## src/rtl/id_stage_pipe_if.sv

```systemverilog
// rtl/id_stage_pipe_if.sv - decode-stage bundle: IF/ID handshake, register-file read port, ID/EX outputs, counters
interface id_stage_pipe_if #(
    parameter int DATA_W = 32,
    parameter int CNT_W  = 16
);
    logic              in_valid;
    logic              in_ready;
    logic [31:0]       instruction;
    logic [4:0]        rf_src1;
    logic [4:0]        rf_src2;
    logic [DATA_W-1:0] rf_data1;
    logic [DATA_W-1:0] rf_data2;
    logic              hazard_detected;
    logic              ex_ready;
    logic              ex_valid;
    logic [4:0]        ex_dest;
    logic [DATA_W-1:0] ex_val1;
    logic [DATA_W-1:0] ex_val2;
    logic [DATA_W-1:0] ex_reg2;
    logic [3:0]        ex_exe_cmd;
    logic              ex_mem_r_en;
    logic              ex_mem_w_en;
    logic              ex_wb_en;
    logic              ex_is_imm;
    logic              ex_st_or_bne;
    logic              br_taken;
    logic [CNT_W-1:0]  stall_cnt;
    logic [CNT_W-1:0]  squash_cnt;

    modport slave (
        input  in_valid, instruction, rf_data1, rf_data2, hazard_detected, ex_ready,
        output in_ready, rf_src1, rf_src2, ex_valid, ex_dest, ex_val1, ex_val2, ex_reg2,
               ex_exe_cmd, ex_mem_r_en, ex_mem_w_en, ex_wb_en, ex_is_imm, ex_st_or_bne,
               br_taken, stall_cnt, squash_cnt
    );

    modport master (
        output in_valid, instruction, rf_data1, rf_data2, hazard_detected, ex_ready,
        input  in_ready, rf_src1, rf_src2, ex_valid, ex_dest, ex_val1, ex_val2, ex_reg2,
               ex_exe_cmd, ex_mem_r_en, ex_mem_w_en, ex_wb_en, ex_is_imm, ex_st_or_bne,
               br_taken, stall_cnt, squash_cnt
    );
endinterface

```

## src/rtl/id_stage_pipe.sv

```systemverilog
// rtl/id_stage_pipe.sv - instruction decode with ID/EX register, hazard bubbles and branch-shadow squash
// Optional: define ID_PERF_CNT_EN to build the stall/squash performance counters.
module id_stage_pipe #(
    parameter int DATA_W = 32,
    parameter int SHADOW = 1,
    parameter int CNT_W  = 16
) (
    input  logic           clk,
    input  logic           rst,
    id_stage_pipe_if.slave bus
);
    typedef enum logic {RUN, SQUASH} state_t;

    typedef struct packed {
        logic              valid;
        logic [4:0]        dest;
        logic [DATA_W-1:0] val1;
        logic [DATA_W-1:0] val2;
        logic [DATA_W-1:0] reg2;
        logic [3:0]        cmd;
        logic              mem_r;
        logic              mem_w;
        logic              wb;
        logic              is_imm;
        logic              st_or_bne;
    } ex_t;

    state_t     state_q, state_d;
    logic [1:0] sq_left_q, sq_left_d;
    ex_t        ex_q, ex_d;
    logic       br_taken_q, br_taken_d;

    logic [5:0] opcode;
    logic [3:0] exe_cmd;
    logic       mem_r, mem_w, wb_en, is_imm, st_or_bne, is_br;
    logic [1:0] br_type;
    logic       br_cond, taken;
    logic       free, squashing, load;
    ex_t        dec_ex;

    assign opcode = bus.instruction[31:26];

    always_comb begin
        exe_cmd   = 4'b0000;
        mem_r     = 1'b0;
        mem_w     = 1'b0;
        wb_en     = 1'b0;
        is_imm    = 1'b0;
        st_or_bne = 1'b0;
        is_br     = 1'b0;
        br_type   = 2'b11;
        case (opcode)
            6'd1:  begin exe_cmd = 4'b0000; wb_en = 1'b1; end
            6'd3:  begin exe_cmd = 4'b0010; wb_en = 1'b1; end
            6'd5:  begin exe_cmd = 4'b0100; wb_en = 1'b1; end
            6'd6:  begin exe_cmd = 4'b0101; wb_en = 1'b1; end
            6'd7:  begin exe_cmd = 4'b0110; wb_en = 1'b1; end
            6'd8:  begin exe_cmd = 4'b0111; wb_en = 1'b1; end
            6'd9:  begin exe_cmd = 4'b1000; wb_en = 1'b1; end
            6'd10: begin exe_cmd = 4'b1000; wb_en = 1'b1; end
            6'd11: begin exe_cmd = 4'b1001; wb_en = 1'b1; end
            6'd12: begin exe_cmd = 4'b1010; wb_en = 1'b1; end
            6'd32: begin exe_cmd = 4'b0000; wb_en = 1'b1; is_imm = 1'b1; end
            6'd33: begin exe_cmd = 4'b0010; wb_en = 1'b1; is_imm = 1'b1; end
            6'd36: begin mem_r = 1'b1; wb_en = 1'b1; is_imm = 1'b1; end
            6'd37: begin mem_w = 1'b1; is_imm = 1'b1; st_or_bne = 1'b1; end
            6'd40: begin is_imm = 1'b1; is_br = 1'b1; br_type = 2'b00; end
            6'd41: begin is_imm = 1'b1; is_br = 1'b1; br_type = 2'b01; st_or_bne = 1'b1; end
            6'd42: begin is_imm = 1'b1; is_br = 1'b1; br_type = 2'b10; end
            default: ;
        endcase
    end

    // Stores and BNE read their second operand from the dest field.
    assign bus.rf_src1 = bus.instruction[20:16];
    assign bus.rf_src2 = st_or_bne ? bus.instruction[25:21] : bus.instruction[15:11];

    always_comb begin
        br_cond = 1'b0;
        case (br_type)
            2'b00:   br_cond = (bus.rf_data1 == '0);
            2'b01:   br_cond = (bus.rf_data1 != bus.rf_data2);
            2'b10:   br_cond = 1'b1;
            default: br_cond = 1'b0;
        endcase
    end
    assign taken = is_br && br_cond;

    assign free         = !ex_q.valid || bus.ex_ready;
    assign squashing    = (state_q == SQUASH);
    assign bus.in_ready = free && (!bus.hazard_detected || squashing);
    assign load         = bus.in_valid && bus.in_ready;

    always_comb begin
        dec_ex           = '0;
        dec_ex.valid     = 1'b1;
        dec_ex.dest      = bus.instruction[25:21];
        dec_ex.val1      = bus.rf_data1;
        dec_ex.val2      = is_imm ? DATA_W'($signed(bus.instruction[15:0])) : bus.rf_data2;
        dec_ex.reg2      = bus.rf_data2;
        dec_ex.cmd       = exe_cmd;
        dec_ex.mem_r     = mem_r;
        dec_ex.mem_w     = mem_w;
        dec_ex.wb        = wb_en;
        dec_ex.is_imm    = is_imm;
        dec_ex.st_or_bne = st_or_bne;
    end

    // A busy ID/EX register freezes everything, including the squash FSM.
    always_comb begin
        state_d    = state_q;
        sq_left_d  = sq_left_q;
        ex_d       = ex_q;
        br_taken_d = br_taken_q;
        if (free) begin
            if (load && squashing) begin
                ex_d       = '0;
                br_taken_d = 1'b0;
                sq_left_d  = sq_left_q - 2'd1;
                if (sq_left_q == 2'd1) state_d = RUN;
            end else if (load) begin
                ex_d       = dec_ex;
                br_taken_d = taken;
                if (taken && SHADOW != 0) begin
                    state_d   = SQUASH;
                    sq_left_d = 2'(SHADOW);
                end
            end else begin
                ex_d       = '0;
                br_taken_d = 1'b0;
            end
        end
    end

    always_ff @(posedge clk) begin
        if (!rst) begin
            state_q    <= RUN;
            sq_left_q  <= 2'd0;
            ex_q       <= '0;
            br_taken_q <= 1'b0;
        end else begin
            state_q    <= state_d;
            sq_left_q  <= sq_left_d;
            ex_q       <= ex_d;
            br_taken_q <= br_taken_d;
        end
    end

    assign bus.ex_valid     = ex_q.valid;
    assign bus.ex_dest      = ex_q.dest;
    assign bus.ex_val1      = ex_q.val1;
    assign bus.ex_val2      = ex_q.val2;
    assign bus.ex_reg2      = ex_q.reg2;
    assign bus.ex_exe_cmd   = ex_q.cmd;
    assign bus.ex_mem_r_en  = ex_q.mem_r;
    assign bus.ex_mem_w_en  = ex_q.mem_w;
    assign bus.ex_wb_en     = ex_q.wb;
    assign bus.ex_is_imm    = ex_q.is_imm;
    assign bus.ex_st_or_bne = ex_q.st_or_bne;
    assign bus.br_taken     = br_taken_q;

`ifdef ID_PERF_CNT_EN
    logic [CNT_W-1:0] stall_cnt_q, stall_cnt_d;
    logic [CNT_W-1:0] squash_cnt_q, squash_cnt_d;

    always_comb begin
        stall_cnt_d  = stall_cnt_q;
        squash_cnt_d = squash_cnt_q;
        if (free && bus.in_valid && bus.hazard_detected && !squashing && stall_cnt_q != '1)
            stall_cnt_d = stall_cnt_q + CNT_W'(1);
        if (load && squashing && squash_cnt_q != '1)
            squash_cnt_d = squash_cnt_q + CNT_W'(1);
    end

    always_ff @(posedge clk) begin
        if (!rst) begin
            stall_cnt_q  <= '0;
            squash_cnt_q <= '0;
        end else begin
            stall_cnt_q  <= stall_cnt_d;
            squash_cnt_q <= squash_cnt_d;
        end
    end

    assign bus.stall_cnt  = stall_cnt_q;
    assign bus.squash_cnt = squash_cnt_q;
`else
    assign bus.stall_cnt  = '0;
    assign bus.squash_cnt = '0;
`endif
endmodule

```

## src/flat_wrapper.sv

```systemverilog
// flat-port wrapper written by rule: the top's interface ports become plain ports
module id_stage_pipe_flat 
#(
    parameter int DATA_W = 32,
    parameter int SHADOW = 1,
    parameter int CNT_W  = 16
)
  (clk, rst, bus_in_valid, bus_instruction, bus_rf_data1, bus_rf_data2, bus_hazard_detected, bus_ex_ready, bus_in_ready, bus_rf_src1, bus_rf_src2, bus_ex_valid, bus_ex_dest, bus_ex_val1, bus_ex_val2, bus_ex_reg2, bus_ex_exe_cmd, bus_ex_mem_r_en, bus_ex_mem_w_en, bus_ex_wb_en, bus_ex_is_imm, bus_ex_st_or_bne, bus_br_taken, bus_stall_cnt, bus_squash_cnt);
  id_stage_pipe_if #(.DATA_W(DATA_W), .CNT_W(CNT_W)) bus_i ();
  input  logic clk;
  input  logic rst;
  input wire logic [$bits(bus_i.in_valid)-1:0] bus_in_valid;
  input wire logic [$bits(bus_i.instruction)-1:0] bus_instruction;
  input wire logic [$bits(bus_i.rf_data1)-1:0] bus_rf_data1;
  input wire logic [$bits(bus_i.rf_data2)-1:0] bus_rf_data2;
  input wire logic [$bits(bus_i.hazard_detected)-1:0] bus_hazard_detected;
  input wire logic [$bits(bus_i.ex_ready)-1:0] bus_ex_ready;
  output wire logic [$bits(bus_i.in_ready)-1:0] bus_in_ready;
  output wire logic [$bits(bus_i.rf_src1)-1:0] bus_rf_src1;
  output wire logic [$bits(bus_i.rf_src2)-1:0] bus_rf_src2;
  output wire logic [$bits(bus_i.ex_valid)-1:0] bus_ex_valid;
  output wire logic [$bits(bus_i.ex_dest)-1:0] bus_ex_dest;
  output wire logic [$bits(bus_i.ex_val1)-1:0] bus_ex_val1;
  output wire logic [$bits(bus_i.ex_val2)-1:0] bus_ex_val2;
  output wire logic [$bits(bus_i.ex_reg2)-1:0] bus_ex_reg2;
  output wire logic [$bits(bus_i.ex_exe_cmd)-1:0] bus_ex_exe_cmd;
  output wire logic [$bits(bus_i.ex_mem_r_en)-1:0] bus_ex_mem_r_en;
  output wire logic [$bits(bus_i.ex_mem_w_en)-1:0] bus_ex_mem_w_en;
  output wire logic [$bits(bus_i.ex_wb_en)-1:0] bus_ex_wb_en;
  output wire logic [$bits(bus_i.ex_is_imm)-1:0] bus_ex_is_imm;
  output wire logic [$bits(bus_i.ex_st_or_bne)-1:0] bus_ex_st_or_bne;
  output wire logic [$bits(bus_i.br_taken)-1:0] bus_br_taken;
  output wire logic [$bits(bus_i.stall_cnt)-1:0] bus_stall_cnt;
  output wire logic [$bits(bus_i.squash_cnt)-1:0] bus_squash_cnt;
  assign bus_i.in_valid = bus_in_valid;
  assign bus_i.instruction = bus_instruction;
  assign bus_i.rf_data1 = bus_rf_data1;
  assign bus_i.rf_data2 = bus_rf_data2;
  assign bus_i.hazard_detected = bus_hazard_detected;
  assign bus_i.ex_ready = bus_ex_ready;
  assign bus_in_ready = bus_i.in_ready;
  assign bus_rf_src1 = bus_i.rf_src1;
  assign bus_rf_src2 = bus_i.rf_src2;
  assign bus_ex_valid = bus_i.ex_valid;
  assign bus_ex_dest = bus_i.ex_dest;
  assign bus_ex_val1 = bus_i.ex_val1;
  assign bus_ex_val2 = bus_i.ex_val2;
  assign bus_ex_reg2 = bus_i.ex_reg2;
  assign bus_ex_exe_cmd = bus_i.ex_exe_cmd;
  assign bus_ex_mem_r_en = bus_i.ex_mem_r_en;
  assign bus_ex_mem_w_en = bus_i.ex_mem_w_en;
  assign bus_ex_wb_en = bus_i.ex_wb_en;
  assign bus_ex_is_imm = bus_i.ex_is_imm;
  assign bus_ex_st_or_bne = bus_i.ex_st_or_bne;
  assign bus_br_taken = bus_i.br_taken;
  assign bus_stall_cnt = bus_i.stall_cnt;
  assign bus_squash_cnt = bus_i.squash_cnt;
  id_stage_pipe #(.DATA_W(DATA_W), .SHADOW(SHADOW), .CNT_W(CNT_W)) u_core (.clk(clk), .rst(rst), .bus(bus_i));
endmodule
```

## config.mk

```make
export PLATFORM = sky130hd
export DESIGN_NAME = id_stage_pipe_flat
export DESIGN_NICKNAME = d
export VERILOG_FILES = /design/src/rtl/id_stage_pipe_if.sv /design/src/rtl/id_stage_pipe.sv /design/src/flat_wrapper.sv
export SDC_FILE = /design/constraint.sdc
export NUM_CORES = 1
export LEC_CHECK = 0
export CAP_MARGIN = 20
export CORE_ASPECT_RATIO = 1.4
export CORE_MARGIN = 2
export CORE_UTILIZATION = 41
export CTS_CLUSTER_DIAMETER = 200
export DETAILED_ROUTE_END_ITERATION = 7
export GPL_TIMING_DRIVEN = 0
export PLACE_DENSITY = 0.81
export SYNTH_ARGS = -nofsm -noshare
export SYNTH_HDL_FRONTEND = slang
export SYNTH_SLANG_ARGS = --single-unit
```

## constraint.sdc

```tcl
create_clock -name clk -period 2.15 [get_ports clk]
set_input_delay 0.3225 -clock clk [delete_from_list [all_inputs] [get_ports clk]]
set_output_delay 0.3225 -clock clk [all_outputs]
set_load 0.05 [all_outputs]
```

==> results.yml <==
route:
  route.met3.wl_um: 1590
  wl_met2_um: 10400
  wirelength_um: 20300
  wire_per_inst_um: 20.2
  routedLengthMet1_um: 7430
  drt-pass1-iter-count: 5
  drcViolationCount: 0
  ant_nets: 0
  routed_via_density: 5.46
  drt_iter0_drc: 272
  routed.top_layer: "met4"
  dr_total_vias: 5491
sta:
  setup_viol: 0
  period_minus_slack_ns: 2.10
  final_hold_viol_count: 0
  max_slew_margin_pct: 54.3
  finalClockSkew_ns: 0.00617
  rsz0062_at_grt: "yes"
  slew_viol_final: 0
  worst_pin_slew_ns: 0.686
  timing.final.crit_share_pct: 97.7
  fmax_ghz: 0.476
die:
  core-area_um2: 12800
  num_rows: 49
  dieWidth_um: 101
  dieArea_um2: 14100
  die_h_um: 140
  ios: 256
  initial_core_util_pct: 42.0
layout:
  syn_to_final_growth_pct: 57.9
  layout_commonest_cell: "clkdlybuf4s50_1"
  diodes: 0
  fillers: 1008
  fin_util_pct: 66.4
  final_area_um2: 8500
  layout-drive-gt1-share_pct: 15.1
  layout.nets: 942
  mostFrequentLayoutCells: "clkdlybuf4s50_1 (206), dfxtp_1 (115), nor2b_1 (78), a22oi_1 (78), buf_4 (44)"
synthesis:
  synth_ff_type: "dfxtp_1"
  syn_area_um2: 5390
  yosysWarnings: 0
  yosysSeqAreaShare_pct: 42.7
  ys_types: 45
  async_reset_ff_share_pct: 0
  synth_edf_count: 0
  ys_ff_latch: 115
  avgSynthCellArea_um2: 9.43
  syn_inst: 571
power_and_ir_drop:
  internal-power_mw: 4.26
  pwr-share-clk_pct: 42.8
  switchingPower_mw: 1.85
  powerDensity_nw_per_um2: 718
  pwr-share-seq_pct: 36.6
  power_frac_comb_pct: 20.6
  p_leak_nw: 3.19
  peakVddDrop_mv: 0.570
  switching_share_pct: 30.2
  power.total_mw: 6.11
flow_run:
  max_cap_viol_count: 0
global_route:
  grt_pass1_wl_um: 30500
  grt_pass1_vias: 5708
  overflow: 0
  grtUsageTotal_pct: 28.5
  antenna_found_initial: 0
  grt_max_degree: 17
setup_path:
  crit_path_start_kind: "primary input"
  crit_path_end_kind: "flop"
  arrival_ns: 2.37
  crit_type: "primary input to flop"
  critPathMaxFanout: 4
  cp_data_required_time_ns: 2.42
min_path:
  holdCritPathClass: "primary input to flop"
clocking:
  tritoncts: "built"
  cts_made_buffers: 17
  cts.path.max_buffers: 2
  insertion_delay_ns: 0.41
  cts-htree-levels: 4
  cts_hold_buffers: 0
  clock_sinks: 115
  path_clk_slew_ns: 0.05
  clock_tree.root_cell: "clkbuf_16"
run_status:
  status: "completed"
placed_design:
  placed_area_um2: 7850
  hpwl_um: 15700
  gp_congestion: 0.835
  port_buffers: 215
## flip-flops by register name, indices dropped and copies added (netlist names), 2 cells and up
name	cells
u_core.bus.ex_val1	32
u_core.bus.ex_reg2	32
u_core.bus.ex_exe_cmd	4
u_core.sq_left_q	2
u_core.bus.ex_dest	5
u_core.bus.ex_val2	32
## logic make-up after synthesis
kind of cell / Yosys count / share of synthesized area [%]
xor+xnor: 33 / 5.37
other cells: 1 / 0.0696
buf+inv: 82 / 8.80
fa+ha+maj: 1 / 0.232
mux: 22 / 4.55
simple gates: 170 / 17.8
flops: 115 / 42.7
compound gates: 147 / 20.4
## synthesized netlist by cell type, types with 2 or more instances
cell type / instances / area share (%)
nand3_1: 2 / 0.19
nand2b_1: 2 / 0.23
mux2i_1: 2 / 0.37
a21oi_1: 20 / 1.9
buf_4: 38 / 5.3
nor2_1: 6 / 0.42
o211ai_1: 2 / 0.28
nor2b_1: 79 / 9.2
a21boi_1: 10 / 1.4
dfxtp_1: 115 / 43
nor3_1: 6 / 0.56
nand2_1: 42 / 2.9
nand3b_1: 2 / 0.28
a22oi_2: 10 / 2.3
inv_1: 3 / 0.21
clkbuf_1: 31 / 2.2
nor3b_1: 2 / 0.28
nor4_1: 18 / 2.1
a22oi_1: 78 / 11
nand4_1: 5 / 0.58
a32oi_1: 3 / 0.49
o21ai_0: 10 / 0.93
buf_6: 2 / 0.42
xor2_1: 32 / 5.2
a21boi_0: 7 / 0.98
mux2_2: 12 / 2.5
buf_2: 7 / 0.65
mux2_1: 8 / 1.7
## repair_timing
action | in CTS | in global routing
setup endpoints to repair | 40 | 32
pin swaps | 1 | 2
buffers inserted | 3 | 1
endpoints found under the hold margin | 0 | 0
cloned | 0 | 0
gates resized for setup | 58 | 13
## worst max-delay path: stages
cell	delay, ns
clkdlybuf4s50_1	0.54
xor2_1	0.21
nor4_1	0.47
nand4_1	0.25
o211ai_1	0.43
a21oi_1	0.14
## layer usage
layer	GRT usage (%)	up-vias
li1	-	2500
met2	51.2	319
met5	0	-
met1	29.4	2604
met3	8.44	68
met4	14.5	0
## power groups by stage
stage          clock (mW)  sequential, mW  combinational [mW]
6_report             2.61            2.23                1.26
5_1_grt              2.73            2.24                1.31
4_1_cts              2.63            2.23                1.25
3_5_place_dp            0            2.28                1.22
3_3_place_gp            0            2.27                1.21
2_1_floorplan           0            2.49               0.515
## path summary, 6_finish.rpt
kind	startpoint	to	slack (ns)	cells past startpoint
setup reg to reg	u_core.bus.ex_valid	u_core.bus.ex_val1[5]	0.13	6
setup / recovery	bus_rf_data2[29]	u_core.squashing	0.05	6
hold / removal	bus_instruction[29]	u_core.bus.ex_exe_cmd[3]	0.35	3
hold reg to reg	u_core.bus.ex_val1[12]	u_core.bus.ex_val1[12]	0.45	2
## cell type report
cell class | instances | area (µm²) | share of cell area, %
multi-input cells | 405 | 2780 | 32.7
flip-flops and latches | 115 | 2300 | 27.1
repair buffers | 219 | 2180 | 25.7
plain buffers | 79 | 487 | 5.72
clock buffers | 19 | 433 | 5.09
well taps | 153 | 191 | 2.25
clock inverters | 13 | 113 | 1.32
inverters | 3 | 11.3 | 0.132
## through the flow
stage,cells,TNS [ns],hold slack [ns],setup slack (ns)
6_report,1006,0,0.348,0.0493
5_1_grt,1006,-0.0901,0.340,-0.0466
4_1_cts,1005,-0.00201,0.312,-0.00201
3_5_place_dp,970,-48.33,0.447,-1.14
3_3_place_gp,970,-38.78,0.440,-1.07
2_1_floorplan,602,0,0.463,0.0828
No activity file was read; power rests on OpenSTA's default activity.
